`config.mk`:
```
export PLATFORM = sky130hd
export DESIGN_NAME = dfe_core_out_buffer
export DESIGN_NICKNAME = d
export VERILOG_FILES = /design/src/rtl/dfe_core_out_buffer.sv
export SDC_FILE = /design/constraint.sdc
export NUM_CORES = 1
export LEC_CHECK = 0
export CAP_MARGIN = 15
export CORE_MARGIN = 5
export CORE_UTILIZATION = 48
export CTS_BUF_LIST = sky130_fd_sc_hd__clkbuf_4 sky130_fd_sc_hd__clkbuf_8
export CTS_CLUSTER_DIAMETER = 120
export DETAILED_ROUTE_END_ITERATION = 7
export DONT_BUFFER_PORTS = 1
export GPL_TIMING_DRIVEN = 0
export HOLD_SLACK_MARGIN = 0.15
export PLACE_DENSITY = 0.69
export SLEW_MARGIN = 0
export SYNTH_ARGS = -nofsm -noshare
export SYNTH_HDL_FRONTEND = slang
export SYNTH_SLANG_ARGS = --single-unit
```
`constraint.sdc`:
```
create_clock -name clk -period 4 [get_ports clk]
set_clock_uncertainty 0.2 [all_clocks]
set_input_delay 1.2 -clock clk [delete_from_list [all_inputs] [get_ports clk]]
set_output_delay 1.2 -clock clk [all_outputs]
set_load 0.005 [all_outputs]
```
`src/rtl/dfe_core_out_buffer.sv`:
```
// Output stage of the DFE core: FWFT sample FIFO towards a ready/valid consumer, plus
// aggregation of per-stage overflow/underflow flags into sticky status, counters and irq.
module dfe_core_out_buffer #(
   parameter int unsigned DATA_WIDTH = 16,
   parameter int unsigned NUM_STAGES = 4,
   parameter int unsigned FIFO_DEPTH = 8,
   parameter int unsigned CNT_WIDTH  = 16,
   parameter int unsigned LVL_WIDTH  = $clog2(FIFO_DEPTH + 1)
) (
   input  logic                  clk,
   input  logic                  rst_n,
   input  logic                  in_valid,
   input  logic [DATA_WIDTH-1:0] in_data,
   input  logic [NUM_STAGES-1:0] stage_ovf,
   input  logic [NUM_STAGES-1:0] stage_udf,
   input  logic                  status_clr,
   input  logic                  out_ready,
   output logic                  out_valid,
   output logic [DATA_WIDTH-1:0] out_data,
   output logic [LVL_WIDTH-1:0]  fifo_level,
   output logic [NUM_STAGES-1:0] sticky_ovf,
   output logic [NUM_STAGES-1:0] sticky_udf,
   output logic [CNT_WIDTH-1:0]  ovf_cnt,
   output logic [CNT_WIDTH-1:0]  udf_cnt,
   output logic [CNT_WIDTH-1:0]  drop_cnt,
   output logic                  overrun,
   output logic                  irq
);

   localparam int unsigned PtrWidth = $clog2(FIFO_DEPTH);
   localparam logic [LVL_WIDTH-1:0] LvlFull = LVL_WIDTH'(FIFO_DEPTH);
   localparam logic [CNT_WIDTH-1:0] CntMax  = '1;

   logic [DATA_WIDTH-1:0] mem_q [FIFO_DEPTH];
   logic [PtrWidth-1:0]   wr_ptr_q, rd_ptr_q;
   logic [LVL_WIDTH-1:0]  level_q;
   logic                  pop, push, drop, any_ovf, any_udf;

   logic [NUM_STAGES-1:0] sticky_ovf_q, sticky_udf_q;
   logic [CNT_WIDTH-1:0]  ovf_cnt_q, udf_cnt_q, drop_cnt_q;
   logic                  overrun_q, irq_q;

   // A full FIFO still accepts a sample when the head leaves in the same cycle.
   assign out_valid = (level_q != '0);
   assign pop       = out_valid & out_ready;
   assign push      = in_valid & ((level_q != LvlFull) | pop);
   assign drop      = in_valid & (level_q == LvlFull) & ~pop;
   assign any_ovf   = |stage_ovf;
   assign any_udf   = |stage_udf;

   assign out_data   = out_valid ? mem_q[rd_ptr_q] : '0;
   assign fifo_level = level_q;

   always_ff @(posedge clk) begin
      if (push) begin
         mem_q[wr_ptr_q] <= in_data;
      end
   end

   always_ff @(posedge clk) begin
      if (!rst_n) begin
         wr_ptr_q <= '0;
         rd_ptr_q <= '0;
         level_q  <= '0;
      end else begin
         if (push) begin
            wr_ptr_q <= wr_ptr_q + PtrWidth'(1);
         end
         if (pop) begin
            rd_ptr_q <= rd_ptr_q + PtrWidth'(1);
         end
         if (push && !pop) begin
            level_q <= level_q + LVL_WIDTH'(1);
         end else if (pop && !push) begin
            level_q <= level_q - LVL_WIDTH'(1);
         end
      end
   end

   // On status_clr an event in the same cycle wins: sticky set, counter loaded with 1.
   always_ff @(posedge clk) begin
      if (!rst_n) begin
         sticky_ovf_q <= '0;
         sticky_udf_q <= '0;
         ovf_cnt_q    <= '0;
         udf_cnt_q    <= '0;
         drop_cnt_q   <= '0;
         overrun_q    <= 1'b0;
         irq_q        <= 1'b0;
      end else begin
         if (status_clr) begin
            sticky_ovf_q <= stage_ovf;
            sticky_udf_q <= stage_udf;
            ovf_cnt_q    <= CNT_WIDTH'(any_ovf);
            udf_cnt_q    <= CNT_WIDTH'(any_udf);
            drop_cnt_q   <= CNT_WIDTH'(drop);
            overrun_q    <= drop;
         end else begin
            sticky_ovf_q <= sticky_ovf_q | stage_ovf;
            sticky_udf_q <= sticky_udf_q | stage_udf;
            if (any_ovf && (ovf_cnt_q != CntMax)) begin
               ovf_cnt_q <= ovf_cnt_q + CNT_WIDTH'(1);
            end
            if (any_udf && (udf_cnt_q != CntMax)) begin
               udf_cnt_q <= udf_cnt_q + CNT_WIDTH'(1);
            end
            if (drop && (drop_cnt_q != CntMax)) begin
               drop_cnt_q <= drop_cnt_q + CNT_WIDTH'(1);
            end
            overrun_q <= overrun_q | drop;
         end
         irq_q <= (|sticky_ovf_q) | (|sticky_udf_q) | overrun_q;
      end
   end

   assign sticky_ovf = sticky_ovf_q;
   assign sticky_udf = sticky_udf_q;
   assign ovf_cnt    = ovf_cnt_q;
   assign udf_cnt    = udf_cnt_q;
   assign drop_cnt   = drop_cnt_q;
   assign overrun    = overrun_q;
   assign irq        = irq_q;

endmodule

```
==> flow_summary.ini, run 1 <==
[worst_setup_path]
required_ps = 2600
worstSetupEndpointType = output port
rrSetupSlack_ps = 790
cp_max_fo = 10
cp-start-kind = flop
rr_startpoint = fifo_level[0]
ff2ff_path_depth = 11
path_class = flop to output port
crit_arrival_ps = 2300
r2r-end = fifo_level[3]

[yosys]
ys_seq_area_share_pct = 62.7
ys.flop_type = edfxtp_1
synth.cell_area_um2 = 8400
async_flop_share_pct = 0
synth_cell_types = 51
synth_edf_count = 128
ys_seq_elements = 199
syn_avg_cell_area_um2 = 13.4
yosysWarningCount = 0
synthCells = 625
syn_nets = 663

[layout]
seq_area_um2 = 5270
n_fill_cell = 1440
diodes = 0
final_common_cell = edfxtp_1
drive_gt1_share_pct = 14.6
layout.nets = 690
mostFrequentLayoutCells = edfxtp_1 (128), dfxtp_1 (71), nor2_1 (45), a21oi_1 (45), mux4_2 (32)
areaGrowthSynthToFinish_pct = 9.72
multi_input_area_um2 = 3010
finalNonFillerCells = 890
final_util_pct = 53.5

[place]
place_congestion = 0.897
dp_cells = 858
hpwl_um = 13400
numPortBuffers = 0

[die]
dieHeight_um = 142
die_area_um2 = 20200
die_w_um = 142
start_util_pct = 48.7
ioPinCount = 108
rows = 48
coreArea_um2 = 17200

[pwr]
sw_frac_of_total_pct = 28.8
p_switching_mw = 1.30
p_seq_share_pct = 51.9
ir_drop_mv = 0.216
p_int_mw = 3.22
pwr-share-clk_pct = 28.3
p_comb_share_pct = 19.7
power_mw = 4.52
power_density_nw_per_um2 = 490
leakagePower_nw = 2.86

[sta]
holdWs_ps = 293
post-route-min-period_ps = 3700
tightest_slew_ps = 789
rsz0062_at_grt = false
setup_tns_ps = 0
timing.fmax_mhz = 270
relSlewSlack_pct = 47.4
fin_crit_sh_pct = 92.5
hold_viol_final = 0
setup_violations = 0
final_max_slew_viol_count = 0

[status]
outcome = complete, no violations

[hold_path]
holdPathStages = 2
hold_path_startpoint = rd_ptr_q[1]
worstHoldPathType = flop to flop

[route]
drt_wl_total_um = 18800
drc = 0
avgRoutedWirePerCell_um = 21.2
ant_nets = 0
vias = 5497
first_pass_iters = 5
initialDrtViolationCount = 340
vias_per_cell = 6.18

[cts]
cts_setup_buffers = 0
cts_root_buffer = clkbuf_8
cts_buffers = 17
clk_pin_slew_ps = 110
cts.htree.levels = 4
clk_latency_ps = 460
clock_sinks = 199
cts_tree = yes
cts_buffer_depth = 2

[grt]
antenna_found_initial = 0
gr-total-overflow = 0
grt_pass1_vias = 5481
grt_use_total_pct = 18.9
grt_pass1_wl_um = 29500
grt_max_degree = 20

[flow_run]
max_cap_viol_count = 0
==> critical path, stage by stage, from the launching register on <==
cell      delay [ps]
dfxtp_1          310
clkbuf_1         220
buf_2            440
mux4_2           550
mux2i_1          220
nor2_1            90
==> timing repair <==
| action | CTS | global route |
|---|---|---|
| setup endpoints to repair | 0 | 10 |
| gates resized for setup | 0 | 5 |
| endpoints found under the hold margin | 0 | 0 |
| hold buffers | 0 | 0 |
==> cells in the mapped netlist (3+ instances only) <==
master	count	share of area, %
and2_1	3	0.22
nor4_1	6	0.45
o31ai_1	18	1.6
nor3_1	11	0.66
o21ai_0	12	0.71
nand2_1	29	1.3
nor2_1	51	2.3
nand2b_1	13	0.97
buf_2	7	0.42
mux4_2	32	8.6
or3_1	10	0.74
nor4_2	4	0.60
dfxtp_1	71	17
and4_1	8	0.83
inv_1	8	0.36
and3_1	7	0.52
ha_1	8	1.2
nand4_1	19	1.4
o41ai_1	3	0.31
a31oi_1	6	0.45
or4_1	21	1.9
a21oi_1	45	2.7
o211ai_1	5	0.45
edfxtp_1	128	46
clkbuf_1	18	0.80
mux2i_1	26	3.1
nand3_1	22	1.3
xor2_1	4	0.42
==> metal layers <==
| metal | up-vias | track usage (%) | wire [um] |
|---|---|---|---|
| li1 | 2536 | - | - |
| met1 | 2753 | 22.3 | 7280 |
| met2 | 187 | 32.4 | 9710 |
| met3 | 21 | 6.72 | 1620 |
| met4 | 0 | 6.30 | 230 |
| met5 | - | 0 | 0 |
==> flip-flops by register name, summed over array words and instances (netlist names), named ones only <==
register,cells
mem_q,128
drop_cnt,16
udf_cnt,16
sticky_udf,4
wr_ptr_q,3
ovf_cnt,16
fifo_level,4
irq,1
rd_ptr_q,3
sticky_ovf,4
overrun,1
==> how the worst max path moves through the flow <==
stage | from | endpoint | slack, ps | depth (start not counted)
6_report | flop | out_data[10] | 300 | 5
5_1_grt | flop | out_data[10] | 30 | 5
4_1_cts | fifo_level[0] | out_data[14] | 40 | 4
3_5_place_dp | fifo_level[0] | out_data[14] | 570 | 4
3_3_place_gp | out_ready | mem_q[0][11] | -380 | 4
2_1_floorplan | out_ready | mem_q[0][0] | 630 | 4
==> logic make-up after synthesis <==
kind of cell	Yosys count	share of synthesized area, %
buffers and inverters	36	1.76
AND/OR/NAND/NOR	210	13.8
flip-flops	199	62.7
adder cells (fa/ha/maj)	9	1.43
XOR/XNOR	5	0.521
AO/OA/AOI/OAI	108	8.19
multiplexers	58	11.7
==> area by class of cell <==
class                           count  share of cell area (%)
Timing Repair Buffer                8                    1.22
Sequential cell                   199                    57.1
Multi-Input combinational cell    390                    32.7
Clock buffer                       18                    2.62
Clock inverter                     14                    1.67
Inverter                            9                   0.366
Tap cell                          225                    3.05
Buffer                             27                    1.26
==> power groups by stage <==
stage / Clock [mW] / Sequential [mW] / Combinational (mW)
after floorplan: 0 / 2.37 / 0.702
after global placement: 0 / 2.39 / 0.885
after detailed placement: 0 / 2.40 / 0.918
after CTS: 1.31 / 2.35 / 0.920
after global routing: 1.40 / 2.36 / 1.00
final: 1.28 / 2.35 / 0.890
==> stage by stage <==
stage                     worst slack, ps  area, um^2
final                                 299        9220
after global routing                 29.9        9220
after CTS                            35.3        9220
after detailed placement              570        8820
after global placement               -380        8680
after floorplan                       628        8400
Note: power is estimated with default switching activity, not from simulation.
==> run 2: changes to the inputs <==
- CELL_PAD_IN_SITES_DETAIL_PLACEMENT: unset -> 0
- CELL_PAD_IN_SITES_GLOBAL_PLACEMENT: unset -> 1
- CTS_BUF_LIST: sky130_fd_sc_hd__clkbuf_4 sky130_fd_sc_hd__clkbuf_8 -> unset
- PLACE_DENSITY: 0.69 -> 0.8
==> run 2 against run 1 <==
  * Sequential power barely moved
  * Worst setup slack got worse by 52 ps
  * Fmax is 1.4% lower
  * Register-to-register slack better by 60 ps
  * Clock-buffer cell count unchanged
  * Largest cell class unchanged
  * Sequential share of layout area decreased by 1.3 points
  * Critical path depth is 1 lower
  * Flip-flop and latch count unchanged
==> flow_summary.ini, run 2 (synthesis gave the netlist of run 1 again) <==
[status]
outcome = complete, no violations

[die]
rows = 48
coreArea_um2 = 17200
die_area_um2 = 20200
die_w_um = 142
dieHeight_um = 142
start_util_pct = 48.7
ioPinCount = 108

[grt]
grt_max_degree = 22
grt_pass1_wl_um = 31100
antenna_found_initial = 0
grt_use_total_pct = 20.0
gr-total-overflow = 0
grt_pass1_vias = 5553

[worst_setup_path]
path_class = flop to output port
crit_end = out_data[11]
worstSetupEndpointType = output port
cp-start-kind = flop
cp_max_fo = 10
required_ps = 2600
crit_arrival_ps = 2350
r2r-end = fifo_level[3]
rrSetupSlack_ps = 850
ff2ff_path_depth = 11
rr_startpoint = fifo_level[0]

[route]
ant_nets = 0
top_layer = met4
first_pass_iters = 4
drt_wl_total_um = 19400
met1Wirelength_um = 7700
wl_met2_um = 9890
drc = 0
avgRoutedWirePerCell_um = 21.8
vias = 5488
vias_per_cell = 6.15
initialDrtViolationCount = 303
met3WireLength_um = 1490

[sta]
fin_crit_sh_pct = 93.8
hold_viol_final = 0
final_max_slew_viol_count = 0
timing.fmax_mhz = 266
relSlewSlack_pct = 43.4
setup_tns_ps = 0
rsz0062_at_grt = false
tightest_slew_ps = 838
post-route-min-period_ps = 3750
setup_violations = 0

[cts]
cts_setup_buffers = 0
cts_buffer_depth = 2
cts_buffers = 17
cts_resized = 0
clk_pin_slew_ps = 80
cts_tree = yes
clk_latency_ps = 430
hold_buffers = 0
cts_root_buffer = clkbuf_16
cts.htree.levels = 4
clock_sinks = 199

[layout]
drive_gt1_share_pct = 14.4
largest_reg_flops = 128
layout.nets = 692
areaGrowthSynthToFinish_pct = 12.4
diodes = 0
regMostFlops = mem_q
final_util_pct = 54.8
multi_input_area_um2 = 3010
final_common_cell = edfxtp_1
seq_area_um2 = 5270
mostFrequentLayoutCells = edfxtp_1 (128), dfxtp_1 (71), nor2_1 (45), a21oi_1 (45), mux4_2 (32)
n_fill_cell = 1370

[pwr]
leakagePower_nw = 2.96
ir_drop_mv = 0.330
power_density_nw_per_um2 = 521

[place]
numPortBuffers = 0
hpwl_um = 13900
place_congestion = 0.832

[hold_path]
worstHoldPathType = flop to flop
hold_path_startpoint = wr_ptr_q[0]

[flow_run]
max_cap_viol_count = 0
## run 2: critical path, stage by stage, from the launching register on
cell,delay (ps)
dfxtp_1,310
buf_1,450
clkbuf_1,680
mux2i_1,370
nor2_1,100
## run 2: metrics by stage
stage / power, mW / hold slack [ps] / instances / area, um^2 / worst slack [ps]
floorplan: 3.08 / 254 / 625 / 8400 / 628
global placement: 3.26 / 272 / 850 / 8680 / -380
detailed placement: 3.31 / 290 / 860 / 8840 / 680
CTS: 4.98 / 321 / 892 / 9440 / 169
global route: 5.16 / 337 / 892 / 9440 / 77.5
finish: 4.92 / 316 / 892 / 9440 / 247
## run 2: worst min path at each step
stage	to	slack (ps)	depth (start not counted)
after floorplan	flop	250	2
after global placement	rd_ptr_q[1]	270	2
after detailed placement	flop	290	2
after CTS	wr_ptr_q[0]	320	2
after global routing	rd_ptr_q[1]	340	2
final	wr_ptr_q[0]	320	2
## run 2: final cells by class
class	count	area share, %
sequential	199	55.8
buffer	27	1.21
clock inverter	14	1.83
tap	225	2.98
clock buffer	18	4.55
inverter	9	0.358
multi-input combinational	390	31.9
timing repair buffer	10	1.39
## run 2: per-layer routing
layer | up-vias | GRT usage, %
li1 | 2546 | -
met1 | 2743 | 23.9
met2 | 174 | 34.0
met3 | 25 | 7.09
met4 | 0 | 6.40
met5 | - | 0
## run 2: power by group
group	internal (mW)	switching [mW]	total (mW)
Sequential	2.28	0.0717	2.35
Clock	0.848	0.839	1.69
Combinational	0.413	0.474	0.887
Total	3.54	1.38	4.92
==> run 3: changes to the inputs <==
- SKIP_CTS_REPAIR_TIMING: unset -> 1
==> results of run 3 <==
No change in the layout: final DEF, timing and power equal those of run 2.
==> variant 1, RTL diff (flow settings as in run 2) <==
The parameter `CNT_WIDTH` goes from 16 to 18.
--- a/src/rtl/dfe_core_out_buffer.sv
+++ b/src/rtl/dfe_core_out_buffer.sv
@@ -4,7 +4,7 @@
    parameter int unsigned DATA_WIDTH = 16,
    parameter int unsigned NUM_STAGES = 4,
    parameter int unsigned FIFO_DEPTH = 8,
-   parameter int unsigned CNT_WIDTH  = 16,
+   parameter int unsigned CNT_WIDTH  = 18,
    parameter int unsigned LVL_WIDTH  = $clog2(FIFO_DEPTH + 1)
 ) (
    input  logic                  clk,
Ports: changed (resized drop_cnt, ovf_cnt and udf_cnt); port bits go from 108 to 114. No check against the original RTL was run, so the function may have changed too.
==> variant 1 against run 2 <==
  * Worst setup slack got worse by 61 ps
  * Synthesized area grew 1.4%
  * Total power up 16%
  * Final cell count increased by 2.7%
  * Wire length is 5.2% lower
  * Design area is 4.5% higher
  * Sequential cell count grew 6
  * Critical path type unchanged
  * Largest cell class unchanged
  * Largest power group unchanged
==> variant 1: results (changes against run 2) <==
Setup path
  – Critical path's top delay family: buffers and inverters (unchanged)
  – Max stage delay on crit path: just under 700 ps
  – Arr. time, crit path: 2410 ps (was 2350 ps)

GRT
  – Met1 Use GR: 0.223 (was 0.239)
  – Largest net degree at the start of global routing: 16 (was 22)
  – Routing usage on met2: 0.311 (was 0.340)
  – Gr usage total: 0.180 (was 0.200)
  – First-pass GRT wire length: 29200 um (was 31100 um)
  – Met3 usage: 0.0586 (was 0.0709)

Final layout
  – FILL cells: 1367 (was 1370)
  – Layout cell share with drive strength beyond 1: 0.142 (was 0.144)
  – Fin nets: 713 (was 692)

Clock tree
  – Clock slew at reported path FFs: 60 ps (was 80 ps)
  – Worst skew pair latency: 490 ps (was 430 ps)
  – Clk buf depth: 3 (was 2)
  – CTS H-tree lvls: 1 (was 4)
  – Num CTS Buffers: 22 (was 17)

Synth
  – Mux contribution to synthesized area: 0.107 (was 0.117)
  – Synth top area cells: edfxtp_1 45%, dfxtp_1 18%, mux4_2 8.5% (was edfxtp_1 46%, dfxtp_1 17%, mux4_2 8.6%)
  – Xor/xnor share of the synthesized area: 0.0473 (was 0.00521)
  – Adder-cell share of the synthesized area: 0.0141 (was 0.0143)
  – Net Count, Synth: 679 (was 663)
  – Post-synthesis sequential area ratio: 0.632 (was 0.627)
  – Synth top cells by count: 128 x edfxtp_1, 86 x nor2_1, 77 x dfxtp_1 (was 128 x edfxtp_1, 71 x dfxtp_1, 51 x nor2_1)
  – Synth Area in Compound Gates: 0.0440 (was 0.0819)
  – Post-synthesis cell type count: 47 (was 51)

Pwr
  – Peak VDD IR: 0.337 mV (was 0.330 mV)
  – LEAKAGE: 3.18 nW (was 2.96 nW)

Min path
  – Min-delay src: rd_ptr_q[1] (was wr_ptr_q[0])

Routing
  – Routed length on met3: 1650 um (was 1490 um)
  – Wire length on met2: 9390 um (was 9890 um)
  – M1 WL: 7160 um (was 7700 um)
  – Final wirelength: 18400 um (was 19400 um)
  – Vias per cell: 5.78 (was 6.15)
  – Iteration-0 DRC Markers: 255 (was 303)

Timing
  – Slew headroom: 0.305 (was 0.434)

Placement
  – Detailed placer's ending HPWL: 13200 um (was 13900 um)
  – Routability congestion estimate: 0.845 (was 0.832)

Run status
  – Status: finished, final reports clean (unchanged)
[variant 1: changes by cell type in the layout (fill, tap and decap cells not counted), sizes merged, moves of 6 or more]
cell | run 2 | this run
nor2 | 52 | 86
xnor2 | 1 | 27
o31ai | 18 | 2
or4 | 21 | 6
xor2 | 4 | 19
a21oi | 45 | 32
nand2b | 13 | 3
clkbuf | 36 | 45
bufinv | 0 | 8
mux2i | 26 | 19
dfxtp | 71 | 77
nor3 | 12 | 18
[variant 1: worst register-to-register path: stages (launching register included)]
cell and delay [ps]:
dfxtp_1 430, nor4_4 630, inv_1 250, nand2_1 190
ha_1 210, inv_1 100, ha_1 280, a21o_1 170
a21oi_1 170, xnor2_1 90, or3_1 320, a21oi_1 140
[variant 1: final timing paths]
check	slack (ps)	cells after the start	endpoint
worst max-delay path	190	4	out_data[13]
worst min register to register	300	2	register
worst min-delay path	300	2	register
worst max register to register	760	11	fifo_level[3]
[variant 1: stage by stage]
step | area (um^2) | worst slack [ps] | std cells
2_1_floorplan | 8520 | 415 | 641
6_report | 9860 | 186 | 916
3_3_place_gp | 8800 | -757 | 866
3_5_place_dp | 8990 | 373 | 876
5_1_grt | 9860 | 15.7 | 916
4_1_cts | 9860 | 8.21 | 916
[variant 1: layout make-up]
class	instances	area (um^2)	area share
Timing Repair Buffer	10	160	0.0162
Buffer	24	103	0.0104
Multi-Input combinational cell	399	3020	0.306
Clock inverter	13	267	0.0270
Sequential cell	205	5390	0.546
Tap cell	225	282	0.0285
Inverter	13	48.8	0.00495
Clock buffer	27	601	0.0609
[variant 1: power by group]
group	switching [mW]	internal [mW]	leakage, nW	total [mW]
Clock	0.785	1.58	0.422	2.37
Combinational	0.481	0.422	0.971	0.903
Sequential	0.0758	2.35	1.79	2.43
==> variant 2, RTL diff (flow settings as in run 2) <==
Without the edit above. Remove the register `irq_q`: a continuous assignment takes its place, so the output `irq` follows one clock earlier.
--- a/src/rtl/dfe_core_out_buffer.sv
+++ b/src/rtl/dfe_core_out_buffer.sv
@@ -86,7 +86,6 @@
          udf_cnt_q    <= '0;
          drop_cnt_q   <= '0;
          overrun_q    <= 1'b0;
-         irq_q        <= 1'b0;
       end else begin
          if (status_clr) begin
             sticky_ovf_q <= stage_ovf;
@@ -109,9 +108,10 @@
             end
             overrun_q <= overrun_q | drop;
          end
-         irq_q <= (|sticky_ovf_q) | (|sticky_udf_q) | overrun_q;
       end
    end
+
+   assign irq_q = (|sticky_ovf_q) | (|sticky_udf_q) | overrun_q;
 
    assign sticky_ovf = sticky_ovf_q;
    assign sticky_udf = sticky_udf_q;
Behaviour: not the same (a bounded check fails within 4 cycles, from zero or initial values and one cycle with rst_n low).
==> variant 2 against run 2 <==
  * Non-clock buffer count is 2 higher
  * Synthesized area is 1.3% lower
  * Worst setup slack worse by 50 ps
  * Sequential cell count is 1 lower
  * Global-route usage is 0.62 points lower
  * Design area is 1.2% lower
  * Wire length is 3.0% lower
  * Total power is 0.10% lower
  * Critical endpoint is now out_data[9]
  * Critical path depth is 1 higher
==> variant 2: results (changes against run 2) <==
Run status
  – Status: finished, final reports clean (unchanged)

Routing
  – Vias: 5432 (was 5488)
  – Iteration-0 DRC Markers: 452 (was 303)
  – Detailed Routing Iterations Pass 1: 5 (was 4)
  – Drt wl/cell: 21.2 um (was 21.8 um)

Placement
  – Placed Cells: 857 (was 860)
  – IO Port Bufs: 0 (unchanged)
  – Routability congestion estimate: 0.887 (was 0.832)
  – Detailed placer's ending HPWL: 13700 um (was 13900 um)

Pwr
  – Peak VDD IR: 0.297 mV (was 0.330 mV)
  – LEAKAGE: 2.86 nW (was 2.96 nW)

GRT
  – Gr usage total: 0.194 (was 0.200)
  – Largest net degree at the start of global routing: 20 (was 22)
  – First-pass GRT wire length: 29800 um (was 31100 um)

Clock tree
  – Clk buf depth: 2 (unchanged)
  – Num CTS Buffers: 17 (unchanged)

Synth
  – Synth top area cells: edfxtp_1 46%, dfxtp_1 17%, mux4_2 8.7% (was edfxtp_1 46%, dfxtp_1 17%, mux4_2 8.6%)
  – Post-synthesis sequential area ratio: 0.632 (was 0.627)
  – Post-synthesis cell type count: 47 (was 51)
  – Synth Instances: 621 (was 625)
  – Net Count, Synth: 659 (was 663)
  – Synth Warn #: 0 (unchanged)
  – Synth top cells by count: 128 x edfxtp_1, 70 x dfxtp_1, 56 x nor2_1 (was 128 x edfxtp_1, 71 x dfxtp_1, 51 x nor2_1)
  – Post-synth ARST share: 0 (unchanged)

Timing
  – Worst slew pin tran: 968 ps (was 838 ps)

Final layout
  – Fin nets: 689 (was 692)
  – Final Instance Count excl. Fillers: 889 (was 892)
  – Layout cell share with drive strength beyond 1: 0.136 (was 0.144)
  – Top reg by flops: mem_q (unchanged)

Setup path
  – Max stage delay on crit path: 500 ps (was 680 ps)
  – Maximum fanout along the worst path: 10 (unchanged)
  – Arr. time, crit path: 2400 ps (was 2350 ps)
  – Critical path's slowest cell: buf_1 (was clkbuf_1)
variant 2: final cells by class:
type	count	area (um^2)
plain buffers	28	119
fillers	1405	7790
clock inverters	15	169
flip-flops and latches	198	5250
inverters	7	26.3
well taps	225	282
repair buffers	11	119
multi-input cells	388	2940
clock buffers	17	425
variant 2: metal layers:
metal	vias to the layer above	part of all wire	GRT usage
met1	2704	0.38	0.223
met3	25	0.089	0.0698
met4	0	0.018	0.0596
met2	178	0.51	0.339
li1	2525	-	-
met5	-	0	0
variant 2: cells by family (layout without fill, tap and decap cells):
group / Yosys count / in the layout / synth area share
AOI/OAI and AO/OA: 109 / 109 / 0.0827
xor gates and xnor gates: 5 / 5 / 0.00528
adders and majority gates: 9 / 9 / 0.0145
buffers and inverters: 35 / 78 / 0.0163
DFF: 198 / 198 / 0.632
muxes: 56 / 56 / 0.116
and+or+nand+nor: 209 / 209 / 0.133
variant 2: path summary, 6_finish.rpt:
path | to | start | depth (start not counted) | slack, ps
max | out_data[9] | fifo_level[0] | 5 | 200
min | rd_ptr_q[1] | rd_ptr_q[1] | 2 | 310
max reg2reg | fifo_level[3] | fifo_level[0] | 12 | 730
min reg2reg | rd_ptr_q[1] | rd_ptr_q[1] | 2 | 310
variant 2: timing repair:
item,4_1_cts,5_1_grt
buffers inserted,0,0
endpoints found under the setup margin,16,6
gates resized for setup,7,5
variant 2: report_power, final:
part	switching [mW]	total [mW]	internal, mW
Combinational	0.485	0.893	0.407
Clock	0.802	1.69	0.890
Sequential	0.0646	2.33	2.27
variant 2: per-stage QoR:
step	power, mW	instance area (um^2)	worst slack, ps	setup TNS, ps	hold slack, ps
after CTS	4.98	9340	131	0	318
after detailed placement	3.28	8720	328	0	304
after global placement	3.24	8580	-418	-13150	277
after global routing	5.16	9330	26.0	0	339
final	4.92	9330	197	0	311
after floorplan	3.04	8290	629	0	254
variant 2: worst max-delay path: cells and delay by family (launching register included):
| kind | cells | cell delay (ps) |
|---|---|---|
| AND/OR/NAND/NOR | 3 | 910 |
| flip-flops | 1 | 380 |
| buffers and inverters | 2 | 660 |
